## src/rtl/cache_cmd_pkg.sv

```systemverilog
// Command encodings, routing targets and FIFO entry layout shared between the
// dispatcher and the L1 caches.
package cache_cmd_pkg;

  typedef enum logic [3:0] {
    READ_D     = 4'd0,
    WRITE_D    = 4'd1,
    FETCH_I    = 4'd2,
    INVALIDATE = 4'd3,
    SNOOP      = 4'd4,
    CLEAR      = 4'd8,
    PRINT      = 4'd9
  } cmd_e;

  typedef enum logic [1:0] {
    TGT_NONE,
    TGT_I,
    TGT_D,
    TGT_BOTH
  } target_e;

  typedef struct packed {
    logic [3:0]  cmd;
    logic [31:0] addr;
  } fifo_entry_t;

  // Stand-in code for a command whose upper bits were non-zero; it routes to TGT_NONE.
  localparam logic [3:0] CMD_BAD = 4'hF;

  function automatic target_e route(input logic [3:0] cmd);
    case (cmd)
      READ_D, WRITE_D, SNOOP:    route = TGT_D;
      FETCH_I:                   route = TGT_I;
      INVALIDATE, CLEAR, PRINT:  route = TGT_BOTH;
      default:                   route = TGT_NONE;
    endcase
  endfunction

endpackage

```

## src/rtl/cmd_fifo.sv

```systemverilog
// Synchronous FIFO of decoded parser commands; pointers carry an extra wrap bit
// so full and empty can be told apart.
module cmd_fifo
  import cache_cmd_pkg::*;
#(
  parameter int DEPTH = 4
) (
  input  logic        clock,
  input  logic        reset,
  input  logic        push,
  input  fifo_entry_t push_data,
  input  logic        pop,
  output logic        full,
  output logic        empty,
  output fifo_entry_t pop_data
);

  localparam int AW = $clog2(DEPTH);
  localparam logic [AW:0] PTR_ONE = {{AW{1'b0}}, 1'b1};

  fifo_entry_t mem_q [DEPTH];
  fifo_entry_t mem_d [DEPTH];
  logic [AW:0] wr_ptr_q, wr_ptr_d;
  logic [AW:0] rd_ptr_q, rd_ptr_d;
  logic        do_push;
  logic        do_pop;

  assign empty    = (wr_ptr_q == rd_ptr_q);
  assign full     = (wr_ptr_q[AW-1:0] == rd_ptr_q[AW-1:0]) && (wr_ptr_q[AW] != rd_ptr_q[AW]);
  assign do_pop   = pop && !empty;
  // A pop in the same cycle frees a slot, so a push into a full FIFO still lands.
  assign do_push  = push && (!full || do_pop);
  assign pop_data = mem_q[rd_ptr_q[AW-1:0]];

  always_comb begin
    mem_d    = mem_q;
    wr_ptr_d = wr_ptr_q;
    rd_ptr_d = rd_ptr_q;
    if (do_push) begin
      mem_d[wr_ptr_q[AW-1:0]] = push_data;
      wr_ptr_d                = wr_ptr_q + PTR_ONE;
    end
    if (do_pop) begin
      rd_ptr_d = rd_ptr_q + PTR_ONE;
    end
  end

  always_ff @(posedge clock or posedge reset) begin
    if (reset) begin
      mem_q    <= '{default: '0};
      wr_ptr_q <= '0;
      rd_ptr_q <= '0;
    end else begin
      mem_q    <= mem_d;
      wr_ptr_q <= wr_ptr_d;
      rd_ptr_q <= rd_ptr_d;
    end
  end

endmodule

```

## src/rtl/command_dispatcher.sv

```systemverilog
// Captures parser instructions on the rising edge of instruction_ready, queues
// them and issues each to the I-cache, D-cache or both over req/ack handshakes.
//
//   state       | meaning
//   ------------+-------------------------------------------------------
//   S_IDLE      | no command in flight; pops the FIFO when it is non-empty
//   S_ISSUE     | single-target command waiting for its cache ack
//   S_WAIT_BOTH | broadcast command waiting for both acks, in any order
module command_dispatcher
  import cache_cmd_pkg::*;
#(
  parameter int DEPTH = 4,
  parameter int CNT_W = 32
) (
  input  logic             clock,
  input  logic             reset,
  input  logic [31:0]      command,
  input  logic [31:0]      address,
  input  logic             instruction_ready,
  output logic             icache_req,
  output logic [3:0]       icache_cmd,
  output logic [31:0]      icache_addr,
  input  logic             icache_ack,
  output logic             dcache_req,
  output logic [3:0]       dcache_cmd,
  output logic [31:0]      dcache_addr,
  input  logic             dcache_ack,
  output logic             busy,
  output logic             overflow,
  output logic             bad_cmd,
  output logic [CNT_W-1:0] dispatched_count,
  output logic [15:0]      dropped_count
);

  typedef enum logic [1:0] {
    S_IDLE,
    S_ISSUE,
    S_WAIT_BOTH
  } state_e;

  state_e           state_q, state_d;
  logic             prev_ready_q;
  logic             ireq_q, ireq_d, dreq_q, dreq_d;
  logic [3:0]       icmd_q, icmd_d, dcmd_q, dcmd_d;
  logic [31:0]      iaddr_q, iaddr_d, daddr_q, daddr_d;
  logic             bad_q, bad_d;
  logic             ovf_q, ovf_d;
  logic [CNT_W-1:0] disp_q, disp_d;
  logic [15:0]      drop_q, drop_d;
  logic [16:0]      drop_sum;
  logic             done;

  logic        capture;
  logic        fifo_pop;
  logic        fifo_full;
  logic        fifo_empty;
  logic        ovf_drop;
  fifo_entry_t push_entry;
  fifo_entry_t head;
  target_e     head_tgt;

  assign capture        = instruction_ready && !prev_ready_q;
  assign push_entry.cmd  = (command[31:4] != 28'd0) ? CMD_BAD : command[3:0];
  assign push_entry.addr = address;
  assign fifo_pop       = (state_q == S_IDLE) && !fifo_empty;
  assign ovf_drop       = capture && fifo_full && !fifo_pop;
  assign head_tgt       = route(head.cmd);

  cmd_fifo #(.DEPTH(DEPTH)) u_fifo (
    .clock     (clock),
    .reset     (reset),
    .push      (capture),
    .push_data (push_entry),
    .pop       (fifo_pop),
    .full      (fifo_full),
    .empty     (fifo_empty),
    .pop_data  (head)
  );

  always_comb begin
    state_d = state_q;
    ireq_d  = ireq_q;
    dreq_d  = dreq_q;
    icmd_d  = icmd_q;
    iaddr_d = iaddr_q;
    dcmd_d  = dcmd_q;
    daddr_d = daddr_q;
    bad_d   = 1'b0;
    done    = 1'b0;
    case (state_q)
      S_IDLE: begin
        if (fifo_pop) begin
          if (head_tgt == TGT_I || head_tgt == TGT_BOTH) begin
            ireq_d  = 1'b1;
            icmd_d  = head.cmd;
            iaddr_d = head.addr;
          end
          if (head_tgt == TGT_D || head_tgt == TGT_BOTH) begin
            dreq_d  = 1'b1;
            dcmd_d  = head.cmd;
            daddr_d = head.addr;
          end
          case (head_tgt)
            TGT_I, TGT_D: state_d = S_ISSUE;
            TGT_BOTH:     state_d = S_WAIT_BOTH;
            default:      bad_d   = 1'b1;
          endcase
        end
      end
      S_ISSUE, S_WAIT_BOTH: begin
        // Each request retires on its own ack; an ack with req low has no effect.
        ireq_d = ireq_q && !icache_ack;
        dreq_d = dreq_q && !dcache_ack;
        if (!ireq_d && !dreq_d) begin
          done    = 1'b1;
          state_d = S_IDLE;
        end
      end
      default: state_d = S_IDLE;
    endcase

    ovf_d    = ovf_q || ovf_drop;
    disp_d   = disp_q + {{(CNT_W-1){1'b0}}, done};
    drop_sum = {1'b0, drop_q} + {15'd0, ovf_drop} + {15'd0, bad_d};
    drop_d   = drop_sum[16] ? 16'hFFFF : drop_sum[15:0];
  end

  always_ff @(posedge clock or posedge reset) begin
    if (reset) begin
      state_q      <= S_IDLE;
      prev_ready_q <= 1'b0;
      ireq_q       <= 1'b0;
      dreq_q       <= 1'b0;
      icmd_q       <= '0;
      iaddr_q      <= '0;
      dcmd_q       <= '0;
      daddr_q      <= '0;
      bad_q        <= 1'b0;
      ovf_q        <= 1'b0;
      disp_q       <= '0;
      drop_q       <= '0;
    end else begin
      state_q      <= state_d;
      prev_ready_q <= instruction_ready;
      ireq_q       <= ireq_d;
      dreq_q       <= dreq_d;
      icmd_q       <= icmd_d;
      iaddr_q      <= iaddr_d;
      dcmd_q       <= dcmd_d;
      daddr_q      <= daddr_d;
      bad_q        <= bad_d;
      ovf_q        <= ovf_d;
      disp_q       <= disp_d;
      drop_q       <= drop_d;
    end
  end

  assign icache_req       = ireq_q;
  assign icache_cmd       = icmd_q;
  assign icache_addr      = iaddr_q;
  assign dcache_req       = dreq_q;
  assign dcache_cmd       = dcmd_q;
  assign dcache_addr      = daddr_q;
  assign busy             = !fifo_empty || (state_q != S_IDLE);
  assign overflow         = ovf_q;
  assign bad_cmd          = bad_q;
  assign dispatched_count = disp_q;
  assign dropped_count    = drop_q;

endmodule
```

## config.mk

```make
export PLATFORM = sky130hd
export DESIGN_NAME = command_dispatcher
export DESIGN_NICKNAME = d
export VERILOG_FILES = /design/src/rtl/cache_cmd_pkg.sv /design/src/rtl/cmd_fifo.sv /design/src/rtl/command_dispatcher.sv
export SDC_FILE = /design/constraint.sdc
export NUM_CORES = 1
export LEC_CHECK = 0
export ABC_AREA = 0
export CAP_MARGIN = 20
export CORE_UTILIZATION = 35
export CTS_BUF_LIST = sky130_fd_sc_hd__clkbuf_4
export DETAILED_ROUTE_END_ITERATION = 10
export DONT_BUFFER_PORTS = 1
export GPL_TIMING_DRIVEN = 0
export SLEW_MARGIN = 20
export SYNTH_ARGS = -nofsm -noshare
export SYNTH_HDL_FRONTEND = slang
export SYNTH_HIERARCHICAL = 1
export SYNTH_SLANG_ARGS = --single-unit
```

## constraint.sdc

```tcl
create_clock -name clock -period 11.6 [get_ports clock]
set_input_delay 0.58 -clock clock [delete_from_list [all_inputs] [get_ports clock]]
set_output_delay 0.58 -clock clock [all_outputs]
set_load 0.03 [all_outputs]
```

==> summary.txt <==
Run status
  • Status: complete, no violations

Yosys
  • Fraction of the mapped netlist area in adder cells: 0.0139
  • #FFs+latches synth: 277
  • Synth Flop Type: dfrtp_1
  • Area contributors post-synth: dfrtp_1 57%, mux2_2 17%, mux4_2 6.6%
  • Area leader, netlist: dfrtp_1
  • Syn_nets: slightly below 900
  • Mapped Area: between 10000 and 15000 sq um
  • Syn Inst Count: between 800 and 900
  • Top-count cell post-synth: dfrtp_1
  • Mux share of post-synthesis cell area: 0.276
  • Synth Warn #: 6
  • Synth Area in XOR/XNOR: 0.0368
  • Simple-Gate Fraction of Synth Area: 0.0622
  • Post-synthesis cell type count: between 50 and 60
  • Most frequent cells after synthesis: 277 x dfrtp_1, 180 x mux2_2, 36 x mux4_2, 29 x mux2_4, 28 x xnor2_1
  • Syn avg cell area: approximately 15 sq um
  • Post-synth top area share: 0.565
  • Seq/Total Area, Yosys: 0.565
  • Synth Area in Compound Gates: 0.0207
  • Largest family of logic cells by synthesized area: multiplexers
  • Post-synth ARST share: 1.00
  • EDFF count, synth: 0

Drt
  • Vias: around 7100
  • DR iter-0 viols: approximately 250
  • Vias/cell: 4.98
  • DR DRC count: 0
  • DRT Pass-1 Iters: 4
  • WL per Instance: about 20 um
  • Post-DRT Antenna Nets: 0
  • Final WL: ~28 mm

Global route
  • Vias in the first global route: between 7000 and 8000
  • Largest net degree at the start of global routing: 78
  • Aggregate global routing overflow: 0
  • First-pass GRT wire length: about 44 mm
  • Tot GR Track Use: 0.162
  • Antenna violations before repair: 3

Clock tree
  • Inserted Clock Buffers: 77
  • CTS Sinks: about 280
  • # hold bufs at CTS: 35
  • CTS max path bufs: 3
  • Post-cts gate resize count: 0
  • CTS tree: done
  • Setup Buffers After CTS: 0
  • H-Tree Depth: 3
  • CTS root buf: clkbuf_4
  • Clock transition at path regs: roughly 60 ps
  • Worst-Skew Late Latency: 700 ps

Timing
  • Final Max Slew Viols: 0
  • Final period util: 0.401
  • Max-slew headroom: 0.267
  • Final setup violation count: 0
  • Clk_skew: around 59 ps
  • RSZ-0062 raised after global routing: false
  • Fin crit period: between 4000 and 5000 ps
  • Highest Clock Rate: roughly 220 MHz
  • Setup TNS: 0 ps
  • Final Hold Viols: 0
  • Worst Tran Pin Value: about 1100 ps

Placed design
  • IO buf count: 0
  • Number of placed cells counting well taps: about 1300
  • Detail Placement HPWL: between 15 and 20 mm
  • GPL Wtd Cong: roughly 0.79

Power and ir drop
  • Pwr Density: around 280 nW/um^2
  • VDD IR max: roughly 0.14 mV
  • Leakage: between 6 and 7 nW

Floorplanning
  • IO Count: 194
  • Die width: between 150 and 200 um
  • Starting Density: 0.355
  • Die H: between 150 and 200 um
  • Core box area: between 30000 and 40000 sq um
  • Row count: approximately 70
  • Area of the die: roughly 36000 sq um

Cells and area
  • Final Non-Filler Cells: roughly 1400
  • Layout cell share with drive strength beyond 1: 0.413
  • Final core utilization: 0.409
  • Layout Nets: about 1000
  • Area growth syn-to-layout: 15.1%

Critical path
  • CP max FO: 10
  • CP required: 12190 ps
  • CP Launch Type: register
  • Crit end category: register
  • WP data arrival: roughly 5200 ps
  • Crit Path Class: reg -> reg

Run
  • Max_cap viols: 0

Hold path
  • Worst hold path type: in -> reg
[critical path, cell delays in order, from the launching register on]
cell and delay, ps:
dfrtp_1 410, buf_1 600, buf_1 630, mux4_2 520, xnor2_1 250, nor2_1 90, inv_1 80, ha_1 140
nand2_1 90, fa_1 450, inv_1 70, ha_1 240, nand3_1 170, nor2_1 290, nand3_1 210, buf_2 250
nand2_1 80
[cells in the final DEF (no fill, tap or decap), types with 5 or more instances in the layout]
master	instances
ha_1	12
o21ai_0	7
and3_1	6
buf_6	12
clkbuf_4	98
clkinv_2	7
nand2b_1	6
mux4_2	36
and2_1	8
nand4_1	8
nor4_1	9
and4_1	6
mux2_2	180
nor3_1	11
nand2_1	27
buf_4	5
dlygate4sd3_1	35
nor2_1	17
inv_1	18
dfrtp_1	277
buf_2	8
xor2_1	18
mux2_4	29
clkinv_1	15
nand3_1	18
xnor2_1	28
mux2_1	8
[area by class of cell]
cell class                      count  area, sq um
Fill cell                        3290        20400
Timing Repair Buffer               37          405
Antenna cell                        2         5.00
Multi-Input combinational cell    475         5020
Clock inverter                     28          126
Inverter                           20         90.1
Tap cell                          455          569
Sequential cell                   277         6930
Buffer                             32          239
Clock buffer                       98          736
[path summary, 6_finish.rpt]
check | from | end | slack (ps) | cells past startpoint
worst max-delay path | u_fifo/rd_ptr_q[1] | dropped_count[2] | 6950 | 16
worst min-delay path | address[5] | u_fifo/mem_q[113] | 90 | 1
worst max register to register | u_fifo/rd_ptr_q[1] | dropped_count[2] | 6950 | 16
worst min register to register | u_fifo/mem_q[119] | u_fifo/mem_q[119] | 490 | 1
max in group asynchronous | reset | u_fifo/mem_q[24] | 10250 | 3
min in group asynchronous | reset | icache_addr[7] | 510 | 2
[metal layers]
layer	global-route usage	vias to the layer above	part of all wire	wire length [um]
met3	0.0558	56	0.073	2090
met1	0.209	3630	0.44	12500
li1	-	3189	-	-
met5	0	-	0.00035	10
met2	0.251	209	0.46	13200
met4	0.0583	2	0.022	630
[cell families after synthesis]
kind of cell | count (synthesis)
DFF | 277
adders and majority gates | 13
muxes | 255
and+or+nand+nor | 133
xor gates and xnor gates | 49
buffers and inverters | 52
AOI/OAI and AO/OA | 25
[state kept, by name, indices dropped and copies added, names as in the netlist]
signal            count
bad_cmd               1
dcache_addr          32
dcache_cmd            4
dcache_req            1
dispatched_count     32
dropped_count        16
icache_addr          32
icache_cmd            4
icache_req            1
overflow              1
prev_ready_q          1
state_q               2
u_fifo/mem_q        144
u_fifo/rd_ptr_q       3
u_fifo/wr_ptr_q       3
[stage by stage]
step                worst slack (ps)  hold WS (ps)  instance area [sq um]  total power [mW]
floorplan                       6980           459                  12300              2.79
global placement                5150           469                  12800              3.06
detailed placement              6930           473                  12900              3.10
CTS                             6880          10.4                  14100              3.96
global route                    6550          23.8                  14100              4.14
finish                          6950          91.5                  14100              3.88
[power breakdown]
group          leakage, nW  total, mW  switching (mW)  internal [mW]
logic                 2.35       1.19           0.516          0.670
clock network        0.519      0.805           0.409          0.397
registers             3.37       1.89           0.533           1.36
(Power assumes the default switching activity.)
